File: config.mk
export PLATFORM = sky130hd
export DESIGN_NAME = data_mem_arbiter
export DESIGN_NICKNAME = d
export VERILOG_FILES = /design/src/rtl/data_mem_arbiter.sv
export SDC_FILE = /design/constraint.sdc
export NUM_CORES = 1
export LEC_CHECK = 0
export BUFFER_PORTS_ARGS = -buffer_cell sky130_fd_sc_hd__buf_2
export CORE_AREA = 2 2 163 165
export DETAILED_ROUTE_END_ITERATION = 7
export DIE_AREA = 0 0 165 167
export PLACE_DENSITY = 0.83
export RECOVER_POWER = 25
export SETUP_SLACK_MARGIN = 0.2
export SYNTH_ARGS = -nofsm -noshare
export SYNTH_HDL_FRONTEND = slang
export SYNTH_SLANG_ARGS = --single-unit
File: constraint.sdc
create_clock -name clk -period 12.35 [get_ports clk]
set_input_delay 2.47 -clock clk [delete_from_list [all_inputs] [get_ports clk]]
set_output_delay 2.47 -clock clk [all_outputs]
set_load 0.02 [all_outputs]
File: src/rtl/data_mem_arbiter.sv
// Round-robin two-port doubleword arbiter for the byte-wide data array.
// Each granted access is serialized into eight little-endian byte beats.
module data_mem_arbiter #(
   parameter int MEM_BYTES = 64,
   parameter int MEM_AW    = 6
) (
   input  logic              clk,
   input  logic              reset,
   input  logic              req0,
   input  logic              req1,
   input  logic              we0,
   input  logic              we1,
   input  logic [63:0]       addr0,
   input  logic [63:0]       addr1,
   input  logic [63:0]       wdata0,
   input  logic [63:0]       wdata1,
   output logic              ack0,
   output logic              ack1,
   output logic              err0,
   output logic              err1,
   output logic [63:0]       rdata0,
   output logic [63:0]       rdata1,
   output logic [MEM_AW-1:0] mem_addr,
   output logic [7:0]        mem_wdata,
   output logic              mem_we,
   input  logic [7:0]        mem_rdata
);

   localparam logic [1:0] IDLE = 2'd0;
   localparam logic [1:0] BUSY = 2'd1;
   localparam logic [1:0] DONE = 2'd2;

   logic [1:0]        state;
   logic [2:0]        beat;
   logic              last;
   logic              gnt;
   logic              lwe;
   logic [MEM_AW-1:0] laddr;
   logic [63:0]       lwdata;
   logic [63:0]       rbuf;

   logic        any;
   logic        pick;
   logic        sel_we;
   logic [63:0] sel_addr;
   logic [63:0] sel_wdata;
   logic        legal;

   always_comb begin
      any       = req0 | req1;
      pick      = (req0 && req1) ? ~last : req1;
      sel_we    = pick ? we1 : we0;
      sel_addr  = pick ? addr1 : addr0;
      sel_wdata = pick ? wdata1 : wdata0;
      legal     = (sel_addr <= 64'(MEM_BYTES - 8)) &&
                  (sel_addr[63:MEM_AW] == '0);
   end

   // Beat address cannot wrap once the legality check has passed.
   assign mem_addr  = laddr + {{(MEM_AW-3){1'b0}}, beat};
   assign mem_wdata = lwdata[{beat, 3'b000} +: 8];

   always_ff @(posedge clk or posedge reset) begin
      if (reset) begin
         state  <= IDLE;
         beat   <= 3'd0;
         last   <= 1'b1;
         gnt    <= 1'b0;
         lwe    <= 1'b0;
         laddr  <= '0;
         lwdata <= '0;
         rbuf   <= '0;
         ack0   <= 1'b0;
         ack1   <= 1'b0;
         err0   <= 1'b0;
         err1   <= 1'b0;
         rdata0 <= '0;
         rdata1 <= '0;
         mem_we <= 1'b0;
      end else begin
         ack0 <= 1'b0;
         ack1 <= 1'b0;
         err0 <= 1'b0;
         err1 <= 1'b0;
         case (state)
            IDLE: begin
               if (any) begin
                  gnt    <= pick;
                  last   <= pick;
                  lwe    <= sel_we;
                  laddr  <= sel_addr[MEM_AW-1:0];
                  lwdata <= sel_wdata;
                  rbuf   <= '0;
                  beat   <= 3'd0;
                  if (legal) begin
                     state  <= BUSY;
                     mem_we <= sel_we;
                  end else begin
                     // Rejected: skip the beats and answer next cycle.
                     state <= DONE;
                     if (pick) begin
                        ack1   <= 1'b1;
                        err1   <= 1'b1;
                        rdata1 <= '0;
                     end else begin
                        ack0   <= 1'b1;
                        err0   <= 1'b1;
                        rdata0 <= '0;
                     end
                  end
               end
            end
            BUSY: begin
               if (!lwe)
                  rbuf[{beat, 3'b000} +: 8] <= mem_rdata;
               beat <= beat + 3'd1;
               if (beat == 3'd7) begin
                  state  <= DONE;
                  mem_we <= 1'b0;
                  if (gnt) begin
                     ack1 <= 1'b1;
                     if (!lwe)
                        rdata1 <= {mem_rdata, rbuf[55:0]};
                  end else begin
                     ack0 <= 1'b1;
                     if (!lwe)
                        rdata0 <= {mem_rdata, rbuf[55:0]};
                  end
               end
            end
            DONE: begin
               state <= IDLE;
               beat  <= 3'd0;
            end
            default: begin
               state <= IDLE;
            end
         endcase
      end
   end

endmodule

# ---- After elaboration in Yosys (flattened, before gate mapping)
# Cells that the tools add are included.
dict set report word_totals {
  regBits 275
  inputBits 270
  output_inout_bits 147
  wordCells 94
}
dict set report op_classes {
  addsub 3
  order_cmp 1
  eq_ne 12
  shifts 3
  muxes 45
  bitwise 2
  reduce_logical 13
}
# cell count
set ops {}
lappend ops {{$mux 64} 15}
lappend ops {{$pmux 64 s2} 3}
lappend ops {{$bwmux 64} 1}
lappend ops {{$le 64x6->1 const B} 1}
lappend ops {{$shift 8x8->64 const A} 1}
lappend ops {{$shiftx 64x7->8} 1}
lappend ops {{$shiftx 8x8->64} 1}
lappend ops {{$logic_not 58->1} 1}
lappend ops {{$ne 2x2->1 const B} 9}
lappend ops {{$mux 1} 17}
lappend ops {{$reduce_and 7->1} 2}
lappend ops {{$pmux 3 s3} 1}
lappend ops {{$neg 6->8} 1}
lappend ops {{$add 6x3->6} 1}
lappend ops {{$mux 2} 3}
lappend ops {{$pmux 1 s2} 3}
lappend ops {{$reduce_and 2->1} 3}
lappend ops {{$pmux 2 s2} 1}
lappend ops {{$reduce_and 4->1} 1}
lappend ops {{$add 3x1->3 const B} 1}
lappend ops {{$eq 3x3->1 const B} 1}
lappend ops {{$mux 3} 1}
lappend ops {{$reduce_and 3->1} 1}
lappend ops {{$reduce_bool 3->1} 1}
lappend ops {{7 further kinds} 8}

# ---- Logic depth before layout (Yosys ltp)
# Gate-level depths: netlist (run 1).
dict set report logic_depth {
  ltp_word 8
  ltp_mapped 11
  mapped_depth_nobuf 8
}

# ---- Worst setup path before layout (run 1)
# Ideal clock, no wire load.
dict set report synth_path {
  path_type {reg-to-output}
  start {register beat[1]}
  end {output mem_addr[4]}
  arrival_time_ns 2.213
  slack_ns 7.667
  path_stages_with_launch 8
  path_cell_list {dfrtp_1 > clkbuf_1 > clkbuf_1 > inv_1 > fa_1 > nor2b_1 > o21ai_0 > xnor2_1}
}
dict set report synth_between {
  elab_chain_len 1
}
# item line_no
set synth_lines {}
lappend synth_lines {{start: declaration} 34} ;# logic [2:0] beat;
lappend synth_lines {{start signal: assignment} 116} ;# beat <= beat + 3'd1;
lappend synth_lines {{$add 6x3->6} 60} ;# assign mem_addr = laddr + {{(MEM_AW-3){1'b0}}, beat};
lappend synth_lines {{end: declaration} 23} ;# output logic [MEM_AW-1:0] mem_addr,
# No other way between the ends.

==> summary.md, run 1 <==
| Metric | Value |
|---|---|
| Status | `finished with violations` |
| Failing checks | `capacitance limit, slew limit` |
| Number of DRC markers in iteration 0 | `1290` |
| Die X | `between 150 and 200 um` |
| First-pass GRT wire length | `between 60000 and 70000 um` |
| Final GP Congestion | `between 0.9 and 1` |
| Initial antenna violation count | `1` |
| Max Slew Vio Count | `194` |
| H-tree lvl count | `1` |
| Largest family of logic cells by synthesized area | `compound AO/OA/AOI/OAI gates` |
| Register area | `between 0.006 and 0.007 mm^2` |
| FFs w/ async S/R, synth | `100%` |
| Critical path buffer and inverter count | `3` |
| Clk buf depth | `3` |
| Reg clk slew, reported paths | `~0.060 ns` |
| Area Overhead vs Synth | `25.4%` |
| Core Util, Final | `between 50% and 60%` |
| Post-synthesis xor/xnor area fraction | `less than 1%` |
| Tmin final | `~6.5 ns` |
| Post-CTS sizing | `0` |
| Count leader, synth | `dfrtp_1` |
| Syn_nets | `1491` |
| Area share of the largest cell type after synthesis | `between 50% and 60%` |
| Worst path max stage delay | `roughly 3.1 ns` |
| Skew-Pair Late Insertion Delay | `about 0.56 ns` |
| Primary FF master, synth | `dfrtp_1` |
| Compound-Gate Fraction of Synth Area | `18.5%` |
| Final setup violation count | `0` |
| Adder-cell share of the synthesized area | `less than 1%` |
| # rows | `between 50 and 60` |
| Clock sinks | `about 270` |
| # nets final | `approximately 1900` |
| Mapped Cells | `1213` |
| Syn_area_per_cell | `slightly below 10 um^2` |
| Crit share post-route | `a little over half` |
| Die area | `~0.028 mm^2` |
| Reg-to-reg slack, setup | `approximately 9 ns` |
| Proportion of layout cells with a drive suffix above 1 | `between 30% and 40%` |
| Critical path's slowest cell | `clkinvlp_2` |
| Hold path cells | `1` |
| Routed wire per std cell | `approximately 20 um` |
| Synth area leaders | `dfrtp_1 (55%), nand2_1 (8.2%), a22o_1 (4.9%)` |
| DIE HEIGHT | `167 um` |
| Pwr Density | `139 mW/mm^2` |
| Crit Path Class | `in -> async` |
| Critical path depth in cells | `3` |
| Crit path required time | `12.88 ns` |
| Drt drc | `0` |
| Routed vias | `about 11000` |
| Antenna viol nets, final | `0` |
| Startpoint Class | `primary input` |
| Synth Area in Simple Gates | `between 10% and 20%` |
| Grt total ovfl | `0` |
| Max-cap check violation count | `2` |
| Drt pass-1 iters | `7` |
| Fin cells | `1934` |
| Power consumption | `0.00209 W` |
| Worst-margin pin slew | `5.71 ns` |
| Synth Register Bits | `approximately 270` |
| R2r startpoint | `state[0]` |
| FF-to-FF End | `ack0` |
| Hold_sp | `rdata1[60]` |
| PortBufs | `~420` |
| Worst VDD drop | `~0.000096 V` |
| Post-synth EDFFs | `0` |
| CTS Buf Count | `28` |
| Crit Path Max Fanout | `~130` |
| Worst r2r path cells | `5` |
| DRT Wirelength | `between 30000 and 40000 um` |
| Ports | `417` |
| Largest net degree at the start of global routing | `between 100 and 150` |
| Mux share of post-synthesis cell area | `under 10%` |
| Multi-input logic area | `0.00491 mm^2` |
| Crit. End Element | `async pin` |
| # Post-CTS Setup Buffers | `0` |
| Root buffer cell | `clkbuf_16` |
| Fin. Hold Viols | `0` |
| Setup TNS | `0 ns` |
| Relative slew slack | `-283%` |
| RSZ-0062 raised after global routing | `false` |
| Hold Crit Endpoint | `rdata1[60]` |
| Min-delay worst type | `reg -> reg` |
| Vias per inst | `between 5 and 6` |
| GRT Util Overall | `27.8%` |
| Delay-heaviest family, CP | `buffers and inverters` |
| Skew final | `0.0149 ns` |
| Mapped cell area | `approximately 0.012 mm^2` |
| CP arrival | `approximately 7.0 ns` |
| Core ar. | `0.0258 mm^2` |
| Lkg Pwr | `around 7.2 nW` |
| Fillers | `between 2000 and 2500` |
| Post-Place Cells | `around 1900` |
| Crit-path cells | `clkbuf_1 > clkinvlp_2 > buf_4` |
| Most common library cells after synthesis | `dfrtp_1 (266), nand2_1 (262), nor2_1 (87)` |
| Hpwl dp | `approximately 27000 um` |
| Max frequency | `155 MHz` |
| Number of library cell types mapped by synthesis | `50` |
| Initial Util | `approximately 47%` |
| Register area share after synthesis | `a little under three fifths` |
| CTS tree | `done` |
| Synth area leader | `dfrtp_1` |
| Hold buffer count at CTS | `0` |
| Vias in the first global route | `around 11000` |
| Warnings from Yosys | `0` |
[layer usage]
layer	global-route usage [%]	wire (um)	vias up
li1	-	-	5089
met1	39.3	16100	5445
met5	0	0	-
met3	6.08	3410	67
met4	7.75	1030	0
met2	43.3	18100	617
[worst max-delay path by stage]
stage / start / endpoint / slack (ns)
after floorplan: reset / ack0 / 2.53
after global placement: req1 / rdata1[10] / 7.28
after detailed placement: req1 / rdata1[7] / 7.16
after CTS: beat[1] / mem_addr[4] / 6.95
after global routing: reset / beat[0] / 4.87
final: reset / lwdata[19] / 5.88
[placed cells by master, fill, tap and decap left out, types with 28 or more instances in the layout]
cell         n
nand2_1    262
a31oi_1     71
nand3_1     53
a22o_1      67
dfrtp_1    265
buf_2      387
nor2_1      85
clkbuf_1    33
clkbuf_16   28
a22oi_1     56
nor4_1      28
o21ai_1     60
o21ai_0     60
[cell type report]
type	count	area share [%]
diodes	1	0.0166
clock buffers	38	5.36
clock inverters	12	0.630
well taps	335	2.78
inverters	7	0.182
multi-input cells	845	32.6
flip-flops and latches	267	44.3
repair buffers	429	14.2
[power breakdown]
part	total [W]	leakage (nW)	switching, W	internal [W]
combinational	0.000303	3.24	0.000194	0.000109
sequential	0.000969	3.52	0.0000367	0.000932
clock	0.000819	0.450	0.000359	0.000460
[state kept, by name, summed over array words and instances, names as in the netlist, 2 cells and up]
register	flops
lwdata	64
rdata0	64
rdata1	64
rbuf	56
laddr	6
beat	3
state	2
[stage by stage]
step	hold slack, ns	area (um^2)	setup WS (ns)
floorplan	0.491	12000	2.53
global placement	0.479	14200	7.28
detailed placement	0.478	14200	7.16
CTS	0.496	15200	6.95
global route	0.510	15100	4.87
finish	0.499	15100	5.88
[cells by family after synthesis]
logic type / Yosys count
AND/OR/NAND/NOR: 463
adder cells (fa/ha/maj): 8
AO/OA/AOI/OAI: 339
multiplexers: 30
flip-flops: 267
XOR/XNOR: 5
buffers and inverters: 101
[worst reg2reg max path: cells and delay by family, from the launching register on]
| family | cells | cell delay (ns) |
|---|---|---|
| buffers and inverters | 1 | 2.02 |
| DFF | 1 | 0.61 |
| and+or+nand+nor | 2 | 0.42 |
| AOI/OAI and AO/OA | 2 | 0.42 |
Note: power is estimated with default switching activity, not from simulation.
==> inputs of run 2 (changes only) <==
--- a/config.mk
+++ b/config.mk
@@ -6,10 +6,10 @@
 export NUM_CORES = 1
 export LEC_CHECK = 0
 export BUFFER_PORTS_ARGS = -buffer_cell sky130_fd_sc_hd__buf_2
-export CORE_AREA = 2 2 163 165
+export CORE_ASPECT_RATIO = 1.2
+export CORE_UTILIZATION = 46
 export DETAILED_ROUTE_END_ITERATION = 7
-export DIE_AREA = 0 0 165 167
-export PLACE_DENSITY = 0.83
+export PLACE_DENSITY = 0.85
 export RECOVER_POWER = 25
 export SETUP_SLACK_MARGIN = 0.2
 export SYNTH_ARGS = -nofsm -noshare
==> constraint.sdc (replaced) <==
create_clock -name clk -period 5.7 [get_ports clk]
set_input_delay 1.14 -clock clk [delete_from_list [all_inputs] [get_ports clk]]
set_output_delay 1.14 -clock clk [all_outputs]
set_load 0.02 [all_outputs]
==> run 2 against run 1 <==
- the flow still finishes with violations (capacitance limit, slew limit)
- combinational power is 120% higher
- sequential cell count is the same
- global-route usage is 0.23 points higher
- critical endpoint is now rdata0[61]
- sequential power rose by 120%
- highest routed layer is now met5
- clock power is 120% higher
==> summary.md, run 2 (synthesis results as in run 1) <==
| Metric | Value |
|---|---|
| Int Power | `0.00330 W (+120%)` |
| Max-cap check violation count | `2 (unchanged)` |
| Core Util, Final | `59.1% (+0.49 points)` |
| Crit. End Element | `register` |
| Crit path required time | `6.11 ns (-6.77 ns)` |
| Max frequency | `between 200 and 300 MHz` |
| # nets final | `1854 (-0.11%)` |
| Initial antenna violation count | `2 (+1)` |
| Part of the power in registers | `46.3% (about the same)` |
| RSZ-0062 raised after global routing | `false` |
| Clock power share | `39.3% (about the same)` |
| PortBufs | `416 (unchanged)` |
| Fin cells | `1926 (-0.41%)` |
| # Post-CTS Setup Buffers | `0 (unchanged)` |
| H-tree lvl count | `1 (unchanged)` |
| Routed vias | `11100 (-0.86%)` |
| Final setup violation count | `0 (unchanged)` |
| Area Overhead vs Synth | `25.8%` |
| FF-to-FF End | `rdata0[61]` |
| # rows | `64 (+8.5%)` |
| Skew final | `0.0147 ns (-0.000219 ns)` |
| DRT Wirelength | `37500 um (-2.9%)` |
| Worst setup margin | `1.75 ns (-4.13 ns)` |
| Tmin final | `roughly 3.9 ns` |
| Initial Util | `47.0% (+0.25 points)` |
| Status | `finished with violations` |
| Switching pwr | `0.00124 W (+110%)` |
| First-pass GRT wire length | `58100 um (-3.6%)` |
| Pwr Density | `300 mW/mm^2 (+120%)` |
| Vias in the first global route | `10600 (-1.0%)` |
| Delay-heaviest family, CP | `buffers and inverters` |
| Post-CTS sizing | `0 (unchanged)` |
| Setup TNS | `0 ns (unchanged)` |
| Reg-to-reg slack, setup | `1.75 ns (-7.02 ns)` |
| Worst Hold Slack | `0.496 ns (-0.00239 ns)` |
| Crit-path cells | `nor2_4 > clkbuf_1 > nand2_1 > o21ai_1` |
| Critical path depth in cells | `4 (+1)` |
| Most frequent cells in the layout | `buf_2 (416), dfrtp_1 (266), nand2_1 (262)` |
| Final GP Congestion | `0.920 (-4.6%)` |
| Startpoint Class | `register` |
| Largest net degree at the start of global routing | `185 (+40%)` |
| CTS tree | `done` |
| Drt drc | `0 (unchanged)` |
| Grt total ovfl | `0 (unchanged)` |
| Worst VDD drop | `0.000204 V (+110%)` |
| CP arrival | `4.36 ns (-2.64 ns)` |
| Antenna viol nets, final | `0 (unchanged)` |
| Critical path buffer and inverter count | `1 (-2)` |
| Drt pass-1 iters | `5 (-2)` |
| GRT Util Overall | `28.0% (+0.23 points)` |
| Proportion of layout cells with a drive suffix above 1 | `31.7% (+1.6 points)` |
| CTS Buf Count | `26 (-7.1%)` |
| Multi-input logic area | `0.00493 mm^2 (+0.38%)` |
| Post-Place Cells | `1878 (-0.27%)` |
| Die area | `0.0268 mm^2 (-2.7%)` |
| Worst path max stage delay | `2.30 ns (-0.83 ns)` |
| Root buffer cell | `clkbuf_16` |
| Clk buf depth | `3 (unchanged)` |
| Vias per inst | `5.77 (-0.45%)` |
| Lkg Pwr | `7.33 nW (+1.6%)` |
| Hpwl dp | `26500 um (-2.5%)` |
| DIE HEIGHT | `179 um (+7.3%)` |
| Max Slew Vio Count | `252 (+30%)` |
| Number of DRC markers in iteration 0 | `826 (-36%)` |
| Core ar. | `0.0256 mm^2 (-0.54%)` |
| Fillers | `2142 (+0.33%)` |
| R2r startpoint | `state[0]` |
| Largest regs | `lwdata (64), rdata0 (64), rdata1 (64)` |
| Failing checks | `capacitance limit, slew limit` |
| Clock sinks | `267 (unchanged)` |
| Worst r2r path cells | `4 (-1)` |
| Skew-Pair Late Insertion Delay | `0.53 ns (-0.03 ns)` |
| Die X | `150 um (-9.3%)` |
| Critical path origin | `state[0]` |
| Critical path destination | `rdata0[61]` |
| Commonest non-fill, non-tap cell in the layout | `buf_2` |
| Hold buffer count at CTS | `0 (unchanged)` |
| Crit Path Max Fanout | `66 (-50%)` |
| Critical path's slowest cell | `clkbuf_1` |
| Comb pwr share | `14.4% (about the same)` |
| Reg clk slew, reported paths | `0.06 ns (about the same)` |
| Worst-margin pin slew | `3.28 ns (-2.43 ns)` |
| Crit Path Class | `reg -> reg` |
| Routed wire per std cell | `19.5 um (-2.5%)` |
| Ports | `417 (unchanged)` |
| Sw Ratio | `27.3% (-0.87 points)` |
| Register area | `0.00668 mm^2 (about the same)` |
| Relative slew slack | `-119% (+160 points)` |
| Min-delay worst type | `reg -> reg` |
| Pre-CTS WS | `2.13 ns (-5.03 ns)` |
| Crit share post-route | `approximately 69%` |
| Fin. Hold Viols | `0 (unchanged)` |
## run 2: changes by cell type in the layout (fill, tap and decap cells not counted), sizes merged
cell,delta
bufinv,+3
clkbuf,-31
clkinv,-5
inv,+2
buf,+28
## run 2: worst min-delay path by stage
stage,slack [ns],cells after the start,start,to
after floorplan,0.49,2,lwe,lwe
after global placement,0.48,1,rdata1[32],rdata1[32]
after detailed placement,0.48,1,rdata1[13],rdata1[13]
after CTS,0.50,1,rdata1[47],rdata1[47]
after global routing,0.51,1,rdata1[17],rdata1[17]
final,0.50,1,rdata1[55],rdata1[55]
## run 2: layout make-up
| class | count | area share, % |
|---|---|---|
| clock inverter | 12 | 1.00 |
| multi-input combinational | 845 | 32.6 |
| clock buffer | 35 | 4.86 |
| tap | 330 | 2.73 |
| timing repair buffer | 429 | 14.5 |
| antenna | 1 | 0.0165 |
| sequential | 267 | 44.2 |
| inverter | 7 | 0.182 |
## run 2: power by group through the flow
stage / combinational [W] / clock [W] / sequential (W)
final: 0.000654 / 0.00179 / 0.00210
after global placement: 0.000641 / 0 / 0.00213
after global routing: 0.000720 / 0.00188 / 0.00212
after CTS: 0.000658 / 0.00180 / 0.00210
after detailed placement: 0.000653 / 0 / 0.00214
after floorplan: 0.000428 / 0 / 0.00210
## run 2: metrics by stage
step           total power [W]  area (um^2)
2_1_floorplan          0.00253        12000
3_3_place_gp           0.00277        14300
3_5_place_dp           0.00279        14300
4_1_cts                0.00456        15100
5_1_grt                0.00471        15100
6_report               0.00454        15100
## run 2: routing by layer
layer	share of wire [%]	vias to the layer above	global-route usage (%)
met5	0.024	-	0
met4	3.9	2	11.8
met3	8.7	84	5.90
met2	47	589	45.1
met1	40	5360	36.5
li1	-	5086	-
==> inputs of run 3 (changes only) <==
--- a/config.mk
+++ b/config.mk
@@ -6,10 +6,10 @@
 export NUM_CORES = 1
 export LEC_CHECK = 0
 export BUFFER_PORTS_ARGS = -buffer_cell sky130_fd_sc_hd__buf_2
-export CORE_ASPECT_RATIO = 1.2
-export CORE_UTILIZATION = 46
+export CORE_AREA = 2 2 163 165
 export DETAILED_ROUTE_END_ITERATION = 7
-export PLACE_DENSITY = 0.85
+export DIE_AREA = 0 0 165 167
+export PLACE_DENSITY = 0.83
 export RECOVER_POWER = 25
 export SETUP_SLACK_MARGIN = 0.2
 export SYNTH_ARGS = -nofsm -noshare
==> constraint.sdc (replaced) <==
create_clock -name clk -period 4 [get_ports clk]
set_input_delay 0.8 -clock clk [delete_from_list [all_inputs] [get_ports clk]]
set_output_delay 0.8 -clock clk [all_outputs]
set_load 0.02 [all_outputs]
==> run 3 against run 2 <==
- the flow still finishes with violations (capacitance limit, slew limit)
- sequential power grew 43%
- setup slack got worse by 1.2 ns
- sequential cell count stayed put
- clock power rose by 60%
- register-to-register slack worse by 0.70 ns
- cell count is 0.78% higher
- final area is 1.4% higher
- sequential share of layout area down 0.61 points
- clock skew about the same
- critical path type is now reg -> out
- largest cell class unchanged
==> summary.md, run 3 (synthesis results as in run 1) <==
| Metric | Value |
|---|---|
| Status | `finished with violations` |
| Failing checks | `capacitance limit, slew limit` |
| Clock sinks | `267 (unchanged)` |
| Skew-Pair Late Insertion Delay | `0.56 ns (+0.03 ns)` |
| Max Slew Vio Count | `158 (-37%)` |
| Skew final | `0.0151 ns (+0.000401 ns)` |
| Initial antenna violation count | `7 (+5)` |
| RSZ-0062 raised after global routing | `false` |
| Max frequency | `slightly below 300 MHz` |
| Drt pass-1 iters | `6 (+1)` |
| Met1 Routed Length | `16300 um (+7.9%)` |
| CTS Buf Count | `29 (+12%)` |
| Hpwl dp | `27900 um (+5.4%)` |
| DIE HEIGHT | `167 um (-6.8%)` |
| Tmin final | `between 3 and 4 ns` |
| Clk buf depth | `3 (unchanged)` |
| Worst-margin pin slew | `2.01 ns (-1.27 ns)` |
| Largest regs | `lwdata (64), rdata0 (64), rdata1 (64)` |
| Commonest non-fill, non-tap cell in the layout | `buf_2` |
| DR WL met2 | `18000 um (+1.4%)` |
| Setup TNS | `0 ns (unchanged)` |
| Crit. End Element | `output port` |
| Min-delay worst type | `in -> reg` |
| # rows | `59 (-7.8%)` |
| Die area | `0.0276 mm^2 (+2.8%)` |
| Max-cap check violation count | `2 (unchanged)` |
| Die X | `165 um (+10%)` |
| # nets final | `1863 (+0.49%)` |
| Crit Path Max Fanout | `19 (-71%)` |
| Critical path's slowest cell | `dfrtp_2` |
| First-pass GRT wire length | `60900 um (+4.9%)` |
| Delay-heaviest family, CP | `adder cells` |
| Relative slew slack | `-33.8% (+85 points)` |
| Routed wire per std cell | `20.2 um (+3.6%)` |
| Wire length on met3 | `3420 um (+5.0%)` |
| Fin. Hold Viols | `0 (unchanged)` |
| GRT Util Overall | `28.2% (+0.19 points)` |
| Number of DRC markers in iteration 0 | `1366 (+65%)` |
| Root buffer cell | `clkbuf_16` |
| Vias in the first global route | `10800 (+2.0%)` |
| Startpoint Class | `register` |
| Worst VDD drop | `0.000312 V (+53%)` |
| Final setup violation count | `0 (unchanged)` |
| CTS tree | `done` |
| Worst setup margin | `0.541 ns (-1.21 ns)` |
| PortBufs | `416 (unchanged)` |
| Post-CTS sizing | `0 (unchanged)` |
| Crit path required time | `3.20 ns (-2.91 ns)` |
| Crit-path cells | `buf_4 > ha_1 > inv_1 > fa_1 > nor2b_1 > o21ai_0 > xnor2_1 > buf_2` |
| # Post-CTS Setup Buffers | `0 (unchanged)` |
| Vias per inst | `5.82 (+0.82%)` |
| Most frequent cells in the layout | `buf_2 (416), dfrtp_1 (265), nand2_1 (262)` |
| Critical path buffer and inverter count | `3 (+2)` |
| Core ar. | `0.0258 mm^2 (+0.54%)` |
| Pre-CTS WS | `0.933 ns (-1.20 ns)` |
| Ports | `417 (unchanged)` |
| H-tree lvl count | `1 (unchanged)` |
| Largest net degree at the start of global routing | `142 (-23%)` |
| Final GP Congestion | `0.970 (+5.4%)` |
| Pwr Density | `443 mW/mm^2 (+48%)` |
| Antenna viol nets, final | `0 (unchanged)` |
| Reg clk slew, reported paths | `0.06 ns (about the same)` |
| DR top layer | `met5` |
| Worst path max stage delay | `0.48 ns (-1.82 ns)` |
| CP arrival | `2.66 ns (-1.70 ns)` |
| DRT Wirelength | `39200 um (+4.4%)` |
| Initial Util | `46.7% (-0.25 points)` |
| Drt drc | `0 (unchanged)` |
| Hold buffer count at CTS | `0 (unchanged)` |
| Grt total ovfl | `0 (unchanged)` |
| Lkg Pwr | `7.44 nW (+1.5%)` |
| Crit Path Class | `reg -> out` |
| Crit share post-route | `between 80 and 90%` |
| Area Overhead vs Synth | `27.6%` |
| Proportion of layout cells with a drive suffix above 1 | `32.3% (+0.61 points)` |
| Routed vias | `11300 (+1.6%)` |
-- run 3: layout make-up --
type | count | area (um^2)
Timing Repair Buffer | 435 | 2260
Multi-Input combinational cell | 845 | 4930
Clock buffer | 41 | 851
Clock inverter | 10 | 175
Tap cell | 335 | 419
Fill cell | 2142 | 10400
Antenna cell | 1 | 2.50
Sequential cell | 267 | 6680
Inverter | 7 | 27.5
-- run 3: path summary, 6_finish.rpt --
kind	slack (ns)	to	from	depth (start not counted)
max in group asynchronous	0.85	beat[0]	reset	3
hold / removal	0.49	lwdata[5]	wdata0[5]	3
setup reg to reg	1.05	rbuf[40]	beat[2]	7
min in group asynchronous	0.53	rbuf[45]	reset	2
hold reg to reg	0.50	rdata1[17]	rdata1[17]	1
setup / recovery	0.54	mem_addr[4]	beat[0]	8
-- run 3: through the flow --
| step | instance area [um^2] | hold WS, ns | cells | util (%) | power (W) |
|---|---|---|---|---|---|
| 2_1_floorplan | 12000 | 0.491 | 1213 | - | 0.00361 |
| 3_3_place_gp | 14400 | 0.479 | 1889 | 55.7 | 0.00396 |
| 3_5_place_dp | 14400 | 0.481 | 1889 | 55.7 | 0.00399 |
| 4_1_cts | 15400 | 0.358 | 1940 | 59.7 | 0.00684 |
| 5_1_grt | 15300 | 0.492 | 1940 | 59.6 | 0.00704 |
| 6_report | 15300 | 0.490 | 1941 | 59.6 | 0.00680 |
-- run 3: layer usage --
layer | GRT usage [%] | vias to the layer above
met4 | 9.72 | 6
li1 | - | 5102
met2 | 43.5 | 647
met3 | 6.18 | 103
met1 | 39.4 | 5442
met5 | 0 | -
-- run 3: worst min-delay path, delay by kind of cell --
kind	cells	cell delay (ns)
buffers and inverters	1	0.09
AO/OA/AOI/OAI	1	0.07
AND/OR/NAND/NOR	1	0.04
-- run 3: power by group --
group	switching [W]	total, W	internal (W)
sequential	0.000119	0.00300	0.00288
combinational	0.000598	0.000944	0.000346
clock	0.00112	0.00286	0.00174
